--- src/rtl/mips_run_monitor_if.sv ---
// rtl/mips_run_monitor_if.sv - register-file read port and dump stream between the run monitor and its consumer
interface mips_run_monitor_if #(
    parameter int DATA_W = 32,
    parameter int ADDR_W = 5
);
    logic [ADDR_W-1:0] rf_rd_addr;
    logic [DATA_W-1:0] rf_rd_data;
    logic              dump_valid;
    logic              dump_ready;
    logic              dump_is_pc;
    logic [ADDR_W-1:0] dump_index;
    logic [DATA_W-1:0] dump_data;

    modport master (
        output rf_rd_addr,
        input  rf_rd_data,
        output dump_valid,
        input  dump_ready,
        output dump_is_pc,
        output dump_index,
        output dump_data
    );

    modport slave (
        input  rf_rd_addr,
        output rf_rd_data,
        input  dump_valid,
        output dump_ready,
        input  dump_is_pc,
        input  dump_index,
        input  dump_data
    );
endinterface

--- src/rtl/mips_run_monitor.sv ---
// rtl/mips_run_monitor.sv - runs the CPU until timeout or PC stall, then streams the PC and register file
module mips_run_monitor #(
    parameter int DATA_W        = 32,
    parameter int NUM_REGS      = 32,
    parameter int ADDR_W        = 5,
    parameter int MAX_CYCLES    = 820,
    parameter int STABLE_CYCLES = 4,
    parameter int CNT_W         = 16
) (
    input  logic                clk,
    input  logic                rst,
    input  logic                start,
    input  logic [DATA_W-1:0]   pc_in,
    output logic                run_en,
    mips_run_monitor_if.master  dump_bus,
    output logic [1:0]          halt_cause,
    output logic [CNT_W-1:0]    cycle_count,
    output logic                busy,
    output logic                done
);
    localparam logic [1:0] S_IDLE = 2'd0;
    localparam logic [1:0] S_RUN  = 2'd1;
    localparam logic [1:0] S_DUMP = 2'd2;
    localparam logic [1:0] S_DONE = 2'd3;

    localparam logic [CNT_W-1:0]  LAST_CYCLE  = CNT_W'(MAX_CYCLES - 1);
    localparam logic [CNT_W-1:0]  LAST_STABLE = CNT_W'((STABLE_CYCLES > 0) ? STABLE_CYCLES - 1 : 0);
    localparam logic [ADDR_W-1:0] LAST_REG    = ADDR_W'(NUM_REGS - 1);

    logic [1:0]        state;
    logic [CNT_W-1:0]  stable_cnt;
    logic [DATA_W-1:0] pc_prev;
    logic [ADDR_W-1:0] idx;
    logic              pc_same;
    logic              timeout_hit;
    logic              stall_hit;
    logic              beat_xfer;

    assign pc_same     = (pc_in == pc_prev);
    assign timeout_hit = (cycle_count == LAST_CYCLE);
    assign stall_hit   = (STABLE_CYCLES > 0) && pc_same && (stable_cnt == LAST_STABLE);
    assign beat_xfer   = dump_bus.dump_valid && dump_bus.dump_ready;

    assign run_en              = (state == S_RUN);
    assign busy                = (state == S_RUN) || (state == S_DUMP);
    assign done                = (state == S_DONE);
    assign dump_bus.rf_rd_addr = idx;

    always_ff @(posedge clk or posedge rst) begin
        if (rst) begin
            state               <= S_IDLE;
            stable_cnt          <= '0;
            pc_prev             <= '0;
            idx                 <= '0;
            cycle_count         <= '0;
            halt_cause          <= 2'b00;
            dump_bus.dump_valid <= 1'b0;
            dump_bus.dump_is_pc <= 1'b0;
            dump_bus.dump_index <= '0;
            dump_bus.dump_data  <= '0;
        end else begin
            case (state)
                S_IDLE, S_DONE: begin
                    if (start) begin
                        state       <= S_RUN;
                        cycle_count <= '0;
                        stable_cnt  <= '0;
                        halt_cause  <= 2'b00;
                        pc_prev     <= pc_in;
                    end
                end
                S_RUN: begin
                    pc_prev    <= pc_in;
                    stable_cnt <= pc_same ? stable_cnt + 1'b1 : '0;
                    // cycle_count freezes on the halting cycle so it reports the last RUN cycle
                    if (timeout_hit || stall_hit) begin
                        state               <= S_DUMP;
                        halt_cause          <= {stall_hit, timeout_hit};
                        dump_bus.dump_valid <= 1'b1;
                        dump_bus.dump_is_pc <= 1'b1;
                        dump_bus.dump_data  <= pc_in;
                        dump_bus.dump_index <= '0;
                        idx                 <= '0;
                    end else begin
                        cycle_count <= cycle_count + 1'b1;
                    end
                end
                S_DUMP: begin
                    if (beat_xfer) begin
                        if (dump_bus.dump_is_pc) begin
                            dump_bus.dump_is_pc <= 1'b0;
                            dump_bus.dump_data  <= dump_bus.rf_rd_data;
                            dump_bus.dump_index <= '0;
                            idx                 <= ADDR_W'(1);
                        end else if (dump_bus.dump_index != LAST_REG) begin
                            dump_bus.dump_data  <= dump_bus.rf_rd_data;
                            dump_bus.dump_index <= idx;
                            idx                 <= idx + 1'b1;
                        end else begin
                            dump_bus.dump_valid <= 1'b0;
                            state               <= S_DONE;
                        end
                    end
                end
            endcase
        end
    end
endmodule

--- src/flat_wrapper.sv ---
// flat-port wrapper written by rule: the top's interface ports become plain ports
module mips_run_monitor_flat 
#(
    parameter int DATA_W        = 32,
    parameter int NUM_REGS      = 32,
    parameter int ADDR_W        = 5,
    parameter int MAX_CYCLES    = 820,
    parameter int STABLE_CYCLES = 4,
    parameter int CNT_W         = 16
)
  (clk, rst, start, pc_in, run_en, halt_cause, cycle_count, busy, done, dump_bus_rf_rd_addr, dump_bus_rf_rd_data, dump_bus_dump_valid, dump_bus_dump_ready, dump_bus_dump_is_pc, dump_bus_dump_index, dump_bus_dump_data);
  mips_run_monitor_if #(.DATA_W(DATA_W), .ADDR_W(ADDR_W)) dump_bus_i ();
  input  logic clk;
  input  logic rst;
  input  logic start;
  input  logic [DATA_W-1:0] pc_in;
  output logic run_en;
  output logic [1:0] halt_cause;
  output logic [CNT_W-1:0] cycle_count;
  output logic busy;
  output logic done;
  output wire logic [$bits(dump_bus_i.rf_rd_addr)-1:0] dump_bus_rf_rd_addr;
  input wire logic [$bits(dump_bus_i.rf_rd_data)-1:0] dump_bus_rf_rd_data;
  output wire logic [$bits(dump_bus_i.dump_valid)-1:0] dump_bus_dump_valid;
  input wire logic [$bits(dump_bus_i.dump_ready)-1:0] dump_bus_dump_ready;
  output wire logic [$bits(dump_bus_i.dump_is_pc)-1:0] dump_bus_dump_is_pc;
  output wire logic [$bits(dump_bus_i.dump_index)-1:0] dump_bus_dump_index;
  output wire logic [$bits(dump_bus_i.dump_data)-1:0] dump_bus_dump_data;
  assign dump_bus_rf_rd_addr = dump_bus_i.rf_rd_addr;
  assign dump_bus_i.rf_rd_data = dump_bus_rf_rd_data;
  assign dump_bus_dump_valid = dump_bus_i.dump_valid;
  assign dump_bus_i.dump_ready = dump_bus_dump_ready;
  assign dump_bus_dump_is_pc = dump_bus_i.dump_is_pc;
  assign dump_bus_dump_index = dump_bus_i.dump_index;
  assign dump_bus_dump_data = dump_bus_i.dump_data;
  mips_run_monitor #(.DATA_W(DATA_W), .NUM_REGS(NUM_REGS), .ADDR_W(ADDR_W), .MAX_CYCLES(MAX_CYCLES), .STABLE_CYCLES(STABLE_CYCLES), .CNT_W(CNT_W)) u_core (.clk(clk), .rst(rst), .start(start), .pc_in(pc_in), .run_en(run_en), .dump_bus(dump_bus_i), .halt_cause(halt_cause), .cycle_count(cycle_count), .busy(busy), .done(done));
endmodule
--- config.mk ---
export PLATFORM = sky130hd
export DESIGN_NAME = mips_run_monitor_flat
export DESIGN_NICKNAME = d
export VERILOG_FILES = /design/src/rtl/mips_run_monitor_if.sv /design/src/rtl/mips_run_monitor.sv /design/src/flat_wrapper.sv
export SDC_FILE = /design/constraint.sdc
export NUM_CORES = 1
export LEC_CHECK = 0
export ABC_AREA = 1
export CAP_MARGIN = 25
export CORE_MARGIN = 2
export CORE_UTILIZATION = 35
export CTS_BUF_LIST = sky130_fd_sc_hd__clkbuf_2
export CTS_CLUSTER_DIAMETER = 40
export DETAILED_ROUTE_END_ITERATION = 10
export GPL_TIMING_DRIVEN = 0
export SYNTH_ARGS = -nofsm -noshare
export SYNTH_HDL_FRONTEND = slang
export SYNTH_SLANG_ARGS = --single-unit
--- constraint.sdc ---
create_clock -name clk -period 4.6 [get_ports clk]
set_clock_uncertainty 0.1 [all_clocks]
set_input_delay 0.92 -clock clk [delete_from_list [all_inputs] [get_ports clk]]
set_output_delay 0.92 -clock clk [all_outputs]
set_load 0.02 [all_outputs]
### After elaboration in Yosys (flattened, before gate mapping)

Index checks and enable logic that the tools add are counted.

* flip-flop bits (word level): 112
* bits of input ports: 68
* output and inout bits: 65
* word-level logic and storage cells: 79

* add/sub/neg operators: 3
* equal/unequal tests: 14
* muxes and demuxes: 37
* reduce and logical (&&, ||, !) cells: 15

Operators by type and width (number)
* 32-bit two-way mux: 5
* 32-bit one-hot mux with 2 select lines: 2
* 16-bit one-hot mux with 2 select lines: 2
* 16-bit two-way mux: 3
* 5-bit two-way mux: 7
* 16-bit by 1-bit adder with 16-bit output, second input constant: 2
* 32-bit equality test: 1
* 5-bit one-hot mux with 2 select lines: 2
* 16-bit by 10-bit equality test with 1-bit output, second input constant: 1
* 16-bit by 2-bit equality test with 1-bit output, second input constant: 1
* 2-bit two-way mux: 7
* 5-bit AND reduction: 2
* 3-bit AND reduction: 3
* 2-bit inequality test, second input constant: 4
* 2-bit one-hot mux with 3 select lines: 1
* 5-bit by 1-bit adder with 5-bit output, second input constant: 1
* 1-bit two-way mux: 5
* 5-bit inequality test, second input constant: 1
* 2-bit equality test, second input constant: 2
* 2-bit by 1-bit inequality test with 1-bit output, second input constant: 2
* 1-bit one-hot mux with 2 select lines: 2
* 2-bit one-hot mux with 2 select lines: 1
* 4-bit AND reduction: 1
* 2-bit nonzero test: 2
* 7 further kinds: 9

### Longest topological paths before layout

Gate-level depths: netlist of run 1.

* depth after elaboration: 5
* depth in mapped cells: 14
* gate-level depth less buffers: 13

### Least setup slack after synthesis of run 1

No wires, ideal clock.

* path kind: input-to-reg
* start: input port pc_in[27]
* end: register u_core.dump_bus.dump_data[1]
* setup time: 0.123 ns
* arrival: 2.039 ns
* required time: 4.377 ns
* setup slack: 2.337 ns
* stages: 14
* buffers on the path: 2
* path through: inv_1 -> nand2_1 -> nand2_1 -> nand2_1 -> nor2_1 -> nand2_1 -> nor2_1 -> nand3_1 -> nand3_2 -> nand2_2 -> buf_6 -> buf_6 -> nand2_2 -> o21ai_2

* longest elaborated chain between the ends: 5

Ends and longest elaborated chain
* start: declaration: line flat_wrapper.sv:16 `input logic [DATA_W-1:0] pc_in;`
* 32-bit equality test: line mips_run_monitor.sv:39 `assign pc_same = (pc_in == pc_prev);`
* 1-bit logical AND: line mips_run_monitor.sv:41 `assign stall_hit = (STABLE_CYCLES > 0) && pc_same && (stable_cnt == LAST_STABLE);`
* 1-bit logical OR: line mips_run_monitor.sv:76 `if (timeout_hit || stall_hit) begin`
* 2-bit by 1-bit inequality test with 1-bit output (no line)
* 4-bit AND reduction (no line)
* end signal: assignment: line mips_run_monitor.sv:81 `dump_bus.dump_data <= pc_in;`
* end signal: assignment: line mips_run_monitor.sv:92 `dump_bus.dump_data <= dump_bus.rf_rd_data;`
* end signal: assignment: line mips_run_monitor.sv:96 `dump_bus.dump_data <= dump_bus.rf_rd_data;`
* end: declaration: line mips_run_monitor_if.sv:21 `output dump_data`

No other way between the ends.
A chain may end at the register's enable or synchronous reset.

### Final worst setup path of run 1

* start: register u_core.state[0]
* end: output port busy

* longest elaborated chain between the ends: 2
* elaborated cells between the ends (all ways): 3
* those cells by class: eq/ne (2); reduce/logical (1)

Ends and longest elaborated chain
* start: declaration: line mips_run_monitor.sv:30 `logic [1:0] state;`
* start signal: assignment: line mips_run_monitor.sv:51 `state <= S_IDLE;`
* start signal: assignment: line mips_run_monitor.sv:65 `state <= S_RUN;`
* start signal: assignment: line mips_run_monitor.sv:77 `state <= S_DUMP;`
* 2-bit by 1-bit equality test with 1-bit output or 2-bit equality test (tied branches): line mips_run_monitor.sv:45 `assign busy = (state == S_RUN) || (state == S_DUMP);`
* 1-bit logical OR *: line mips_run_monitor.sv:45
* end: declaration: line flat_wrapper.sv:20 `output logic busy;`

Mark *: on every way between the ends. The rest lies on a longest branch, timed or not.

==> flow_metrics.tcl, run 1 <==
set metrics [dict create \
    hold_viol 0 \
    status "finished, final reports clean" \
    rsz0062_at_grt "false" \
    cts_sinks 112 \
    die-area_um2 18300 \
    fin_nets 964 \
    r2r-end "u_core.cycle_count[4]" \
    rr_worst_depth 9 \
    min_path_cells 2 \
    reg2reg_slack_ns 2.15 \
    hold_ws_ns 0.433 \
    maxCapViolCount 0 \
    fmax_ghz 0.308 \
    setup_viol 0 \
    hold_path_class "flop to flop" \
    cts_hold_buf 0 \
    fin_cells 1115 \
    drc 0 \
    synth.area.top_cells "dfrtp_1, nand2_1, xnor2_1" \
    min-delay-start "u_core.dump_bus.dump_data[9]" \
    max-vdd-ir-drop_mv 0.254 \
    power_mw 4.70 \
    cp_slowest_cell "clkdlybuf4s50_1" \
    postLayoutCellArea_um2 7760 \
    cts_buffers 9 \
    drt_wl_total_um 16600 \
    setup_slack_ns 1.36 \
    h-tree-depth 3 \
    cp-start-kind "flop" \
    placed_area_um2 7660 \
    grt_pass1_vias 5350 \
    dp_cells 1098 \
    synth-seq-area-share 0.465 \
    yosys_warnings 0 \
    grt_max_degree 89 \
    grt_pass1_wl_um 27600 \
    cts_root_buffer "clkbuf_2" \
    worst_ep_arrival_time_ns 2.22 \
    fin_tns_setup_ns 0 \
    die_x_um 135 \
    vias_per_cell 4.76 \
    drive_gt1_frac 0.0973 \
    ant_nets 0 \
    r2r_start "u_core.state[0]" \
    dpl_worst_slack_ns 1.42 \
    maxSlewHeadroom 0.512 \
    dp_hpwl_um 12400 \
    antenna_found_initial 1 \
    routabilityCongestion 0.869 \
    syn_area_per_cell_um2 8.09 \
    vias 5310 \
    die_y_um 135 \
    period_share 0.705 \
    ys_ff_latch 112 \
    postCtsSetupRepairBufs 0 \
    area_growth_pct 28.7 \
    path_cells "inv_1 > ha_1 > inv_2 > clkdlybuf4s50_1" \
    path_max_fanout 5 \
    synth_top_area_frac 0.465 \
    yosysUniqueCellTypes 29 \
    cts.path.max_buffers 2 \
    ctsResizeCount 0 \
    cts_tree "done" \
    finalCriticalPeriod_ns 3.24 \
    firstDrtPassIters 4 \
    p_per_area_nw_per_um2 605 \
    grt.total_usage 0.192 \
    layout_commonest_cell "nand2_1" \
    required_ns 3.58 \
    yosys.area.top_type "dfrtp_1" \
    critPathKind "flop to primary output" \
    worstMarginPinSlew_ns 0.732 \
    cpPeakStageDelay_ns 0.61 \
    final_cell_mix "nand2_1, clkdlybuf4s50_1, dfrtp_1, nor2_1, inv_1" \
    synth_cells 745 \
    num_io_pins 133 \
    synthesis.area_um2 6030 \
    power.static_leakage_nw 3.47 \
    rows 47 \
    hold_end "u_core.dump_bus.dump_data[9]" \
    final_util 0.465 \
    clock_latency_ns 0.64 \
    initial_utilization 0.361 \
    drt_iter0_drc 272 \
    grt-ovfl-total 0 \
    cts.clk_slew.worst_paths_ns 0.32 \
    maxSlewViolCount 0 \
    wl_per_cell_um 14.9 \
    core_area_um2 16700 \
    cp-end-kind "primary output" \
    synth_nets 820 \
    port_buffers 132 \
]
==> worst max-delay path by stage <==
stage	from	to	depth (start not counted)	slack (ns)
2_1_floorplan	rst	u_core.cycle_count[0]	1	0.62
3_3_place_gp	rst	u_core.dump_bus.dump_data[6]	2	-1.31
3_5_place_dp	pc_in[31]	u_core.dump_bus.dump_data[17]	13	1.42
4_1_cts	u_core.state[0]	busy	4	1.31
5_1_grt	u_core.state[0]	busy	4	1.23
6_report	u_core.state[0]	busy	4	1.36
==> flip-flops by register name, summed over array words and instances, names as in the netlist <==
| name | cells |
|---|---|
| u_core.stable_cnt | 16 |
| u_core.dump_bus.dump_data | 32 |
| u_core.pc_prev | 32 |
| u_core.dump_bus.rf_rd_addr | 5 |
| u_core.dump_bus.dump_is_pc | 1 |
| u_core.dump_bus.dump_valid | 1 |
| u_core.state | 2 |
| u_core.dump_bus.dump_index | 5 |
| u_core.cycle_count | 16 |
| u_core.halt_cause | 2 |
==> critical path, delay by kind of cell, from the launching register on <==
kind	cells	cell delay, ns
buffers and inverters	3	0.79
adders and majority gates	1	0.33
DFF	1	0.49
==> logic make-up after synthesis <==
logic type / synth area share
and+or+nand+nor: 0.279
DFF: 0.465
AOI/OAI and AO/OA: 0.0857
buffers and inverters: 0.0639
xor gates and xnor gates: 0.0567
muxes: 0.0349
adders and majority gates: 0.0145
==> cell usage after synthesis (all sizes together) <==
| master | n |
|---|---|
| nand2 | 273 |
| dfrtp | 112 |
| o21ai | 77 |
| nor2 | 53 |
| inv | 52 |
| nand3 | 34 |
| xnor2 | 25 |
| mux2i | 21 |
| nor3 | 17 |
| buf | 15 |
| clkbuf | 15 |
| nand4 | 14 |
| xor2 | 14 |
| ha | 7 |
| a21oi | 4 |
| nor4 | 4 |
| o22ai | 3 |
| or2 | 3 |
| a31oi | 1 |
| and2 | 1 |
==> where the power goes <==
| group | switching [mW] | total (mW) | internal, mW | leakage, nW |
|---|---|---|---|---|
| Clock | 0.359 | 0.438 | 0.0795 | 0.0614 |
| Combinational | 1.69 | 2.71 | 1.02 | 1.96 |
| Sequential | 0.228 | 1.55 | 1.32 | 1.44 |
| Total | 2.28 | 4.70 | 2.42 | 3.47 |
==> per-layer routing <==
layer,track usage,share of wire,vias to the layer above
met2,0.298,0.45,111
li1,-,-,2681
met1,0.270,0.48,2499
met3,0.0340,0.045,19
met4,0.0648,0.021,0
met5,0,0,-
==> final cells by class <==
type	instances	area, um^2
fillers	1702	8940
clock inverters	7	55.1
well taps	220	275
clock buffers	9	45.0
plain buffers	30	190
repair buffers	133	1350
multi-input cells	551	2840
flip-flops and latches	112	2800
diodes	1	2.50
inverters	52	200
(Power assumes the default switching activity.)
==> inputs of run 2 (changes only) <==
==> constraint.sdc (replaced) <==
create_clock -name clk -period 3.1 [get_ports clk]
set_clock_uncertainty 0.1 [all_clocks]
set_input_delay 0.62 -clock clk [delete_from_list [all_inputs] [get_ports clk]]
set_output_delay 0.62 -clock clk [all_outputs]
set_load 0.02 [all_outputs]
==> run 2 against run 1 <==
  * Non-clock buffer count is 1 higher
  * Power is 49% higher
  * Routed wire length increased by 0.37%
  * Cell count unchanged
  * Sequential share of layout area fell by 0.087 points
  * Sequential cell count unchanged
  * Critical endpoint unchanged
  * Critical path type unchanged
  * Clock-buffer cell count is 1 higher
  * Worst hold slack worse by 0.11 ns
  * Sequential power grew 48%
  * Final area increased by 0.24%
  * Clock power is 55% higher
  * First-iteration DRC count down 7.0%
==> flow_metrics.tcl, run 2 (synthesized netlist as in run 1, its figures left out) <==
set metrics [dict create \
    cp.depth 4 \
    hold_ws_ns 0.323 \
    critPathKind "flop to primary output" \
    dp_hpwl_um 12600 \
    drive_gt1_frac 0.0984 \
    cpPeakStageDelay_ns 0.61 \
    h-tree-depth 3 \
    drt_iter0_drc 253 \
    setup_viol 0 \
    p_per_area_nw_per_um2 899 \
    drc 0 \
    power_mw 6.99 \
    drt_wl_total_um 16700 \
    status "finished, final reports clean" \
    p_switching_mw 3.34 \
    gr-usage-met3 0.0382 \
    die_y_um 135 \
    path_cells "inv_1 > ha_1 > inv_2 > clkdlybuf4s50_1" \
    finalCriticalPeriod_ns 2.93 \
    fin_nets 965 \
    power.static_leakage_nw 3.47 \
    maxSlewHeadroom 0.448 \
    grt.total_usage 0.193 \
    maxSlewViolCount 0 \
    final_util 0.466 \
    hold_path_class "input port to async pin" \
    path_max_fanout 5 \
    use_met2 0.297 \
    cp_slowest_cell "clkdlybuf4s50_1" \
    cts_hold_buf 0 \
    layout_commonest_cell "nand2_1" \
    regArea_um2 2800 \
    seqPwrFrac 0.329 \
    sw_frac_of_total 0.477 \
    cts.clk_slew.worst_paths_ns 0.30 \
    grt_busiest_layer "met2" \
    cts.path.max_buffers 2 \
    p_int_mw 3.66 \
    postCtsSetupRepairBufs 0 \
    cts_root_buffer "clkbuf_2" \
    rsz0062_at_grt "false" \
    cts_sinks 112 \
    grt_pass1_wl_um 27600 \
    die-area_um2 18300 \
    num_io_pins 133 \
    ctsResizeCount 0 \
    clock_latency_ns 0.63 \
    multi_input_area_um2 2840 \
    use_met1 0.270 \
    maxCapViolCount 0 \
    routabilityCongestion 0.884 \
    wl_per_cell_um 15.0 \
    core_area_um2 16700 \
    cts_tree "done" \
    top_regs "u_core.dump_bus.dump_data (32), u_core.pc_prev (32)" \
    path_buf_inv 3 \
    fin_tns_setup_ns 0 \
    fmax_ghz 0.341 \
    cp-start-kind "flop" \
    worstMarginPinSlew_ns 0.826 \
    fillCellCount 1718 \
    cpLargestDelayFamily "buffers and inverters" \
    die_x_um 135 \
    max-vdd-ir-drop_mv 0.391 \
    clkPwrFrac 0.097 \
    firstDrtPassIters 5 \
    cts_buffers 9 \
    vias 5285 \
    cp-end-kind "primary output" \
    rr_worst_depth 9 \
    required_ns 2.38 \
    area_growth_pct 29.0 \
    grt_max_degree 42 \
    combPwrFrac 0.574 \
    final_cell_mix "nand2_1, clkdlybuf4s50_1, dfrtp_1, nor2_1, inv_1" \
    vias_per_cell 4.74 \
    hold_viol 0 \
    grt-ovfl-total 0 \
    antenna_found_initial 1 \
    worst_ep_arrival_time_ns 2.21 \
    grt_pass1_vias 5269 \
    initial_utilization 0.361 \
    rows 47 \
    port_buffers 132 \
    ant_nets 0 \
    period_share 0.947 \
]
-- run 2: worst paths after layout --
kind | slack (ns) | end | from
setup / recovery | 0.17 | busy | u_core.state[0]
hold / removal | 0.32 | u_core.pc_prev[21] | rst
setup reg to reg | 0.60 | u_core.cycle_count[3] | u_core.state[0]
hold reg to reg | 0.43 | u_core.dump_bus.dump_data[30] | u_core.dump_bus.dump_data[30]
max in group asynchronous | 1.88 | u_core.pc_prev[23] | rst
min in group clk | 0.43 | u_core.dump_bus.dump_data[30] | u_core.dump_bus.dump_data[30]
-- run 2: final cells by class --
type	instances	share of cell area
flip-flops and latches	112	0.360
diodes	1	0.000322
clock inverters	5	0.00740
multi-input cells	551	0.365
clock buffers	10	0.00643
well taps	220	0.0354
plain buffers	30	0.0244
repair buffers	134	0.175
inverters	52	0.0256
-- run 2: per-layer routing --
layer / part of all wire / vias to the layer above
li1: - / 2687
met1: 0.48 / 2457
met2: 0.45 / 121
met3: 0.046 / 20
met4: 0.024 / 0
met5: 0 / -
-- run 2: power groups by stage --
| stage | clock network [mW] | logic (mW) | registers [mW] |
|---|---|---|---|
| 2_1_floorplan | 0 | 2.32 | 2.57 |
| 6_report | 0.680 | 4.01 | 2.30 |
| 4_1_cts | 0.710 | 4.06 | 2.30 |
| 3_3_place_gp | 0 | 4.02 | 2.32 |
| 3_5_place_dp | 0 | 4.06 | 2.32 |
| 5_1_grt | 0.759 | 4.47 | 2.37 |
-- run 2: per-stage QoR --
stage	worst slack, ns	instances	area (um^2)
finish	0.166	1115	7780
global route	0.0241	1115	7780
CTS	0.109	1114	7780
detailed placement	0.275	1099	7670
global placement	-0.215	1097	7630
floorplan	1.02	745	6030
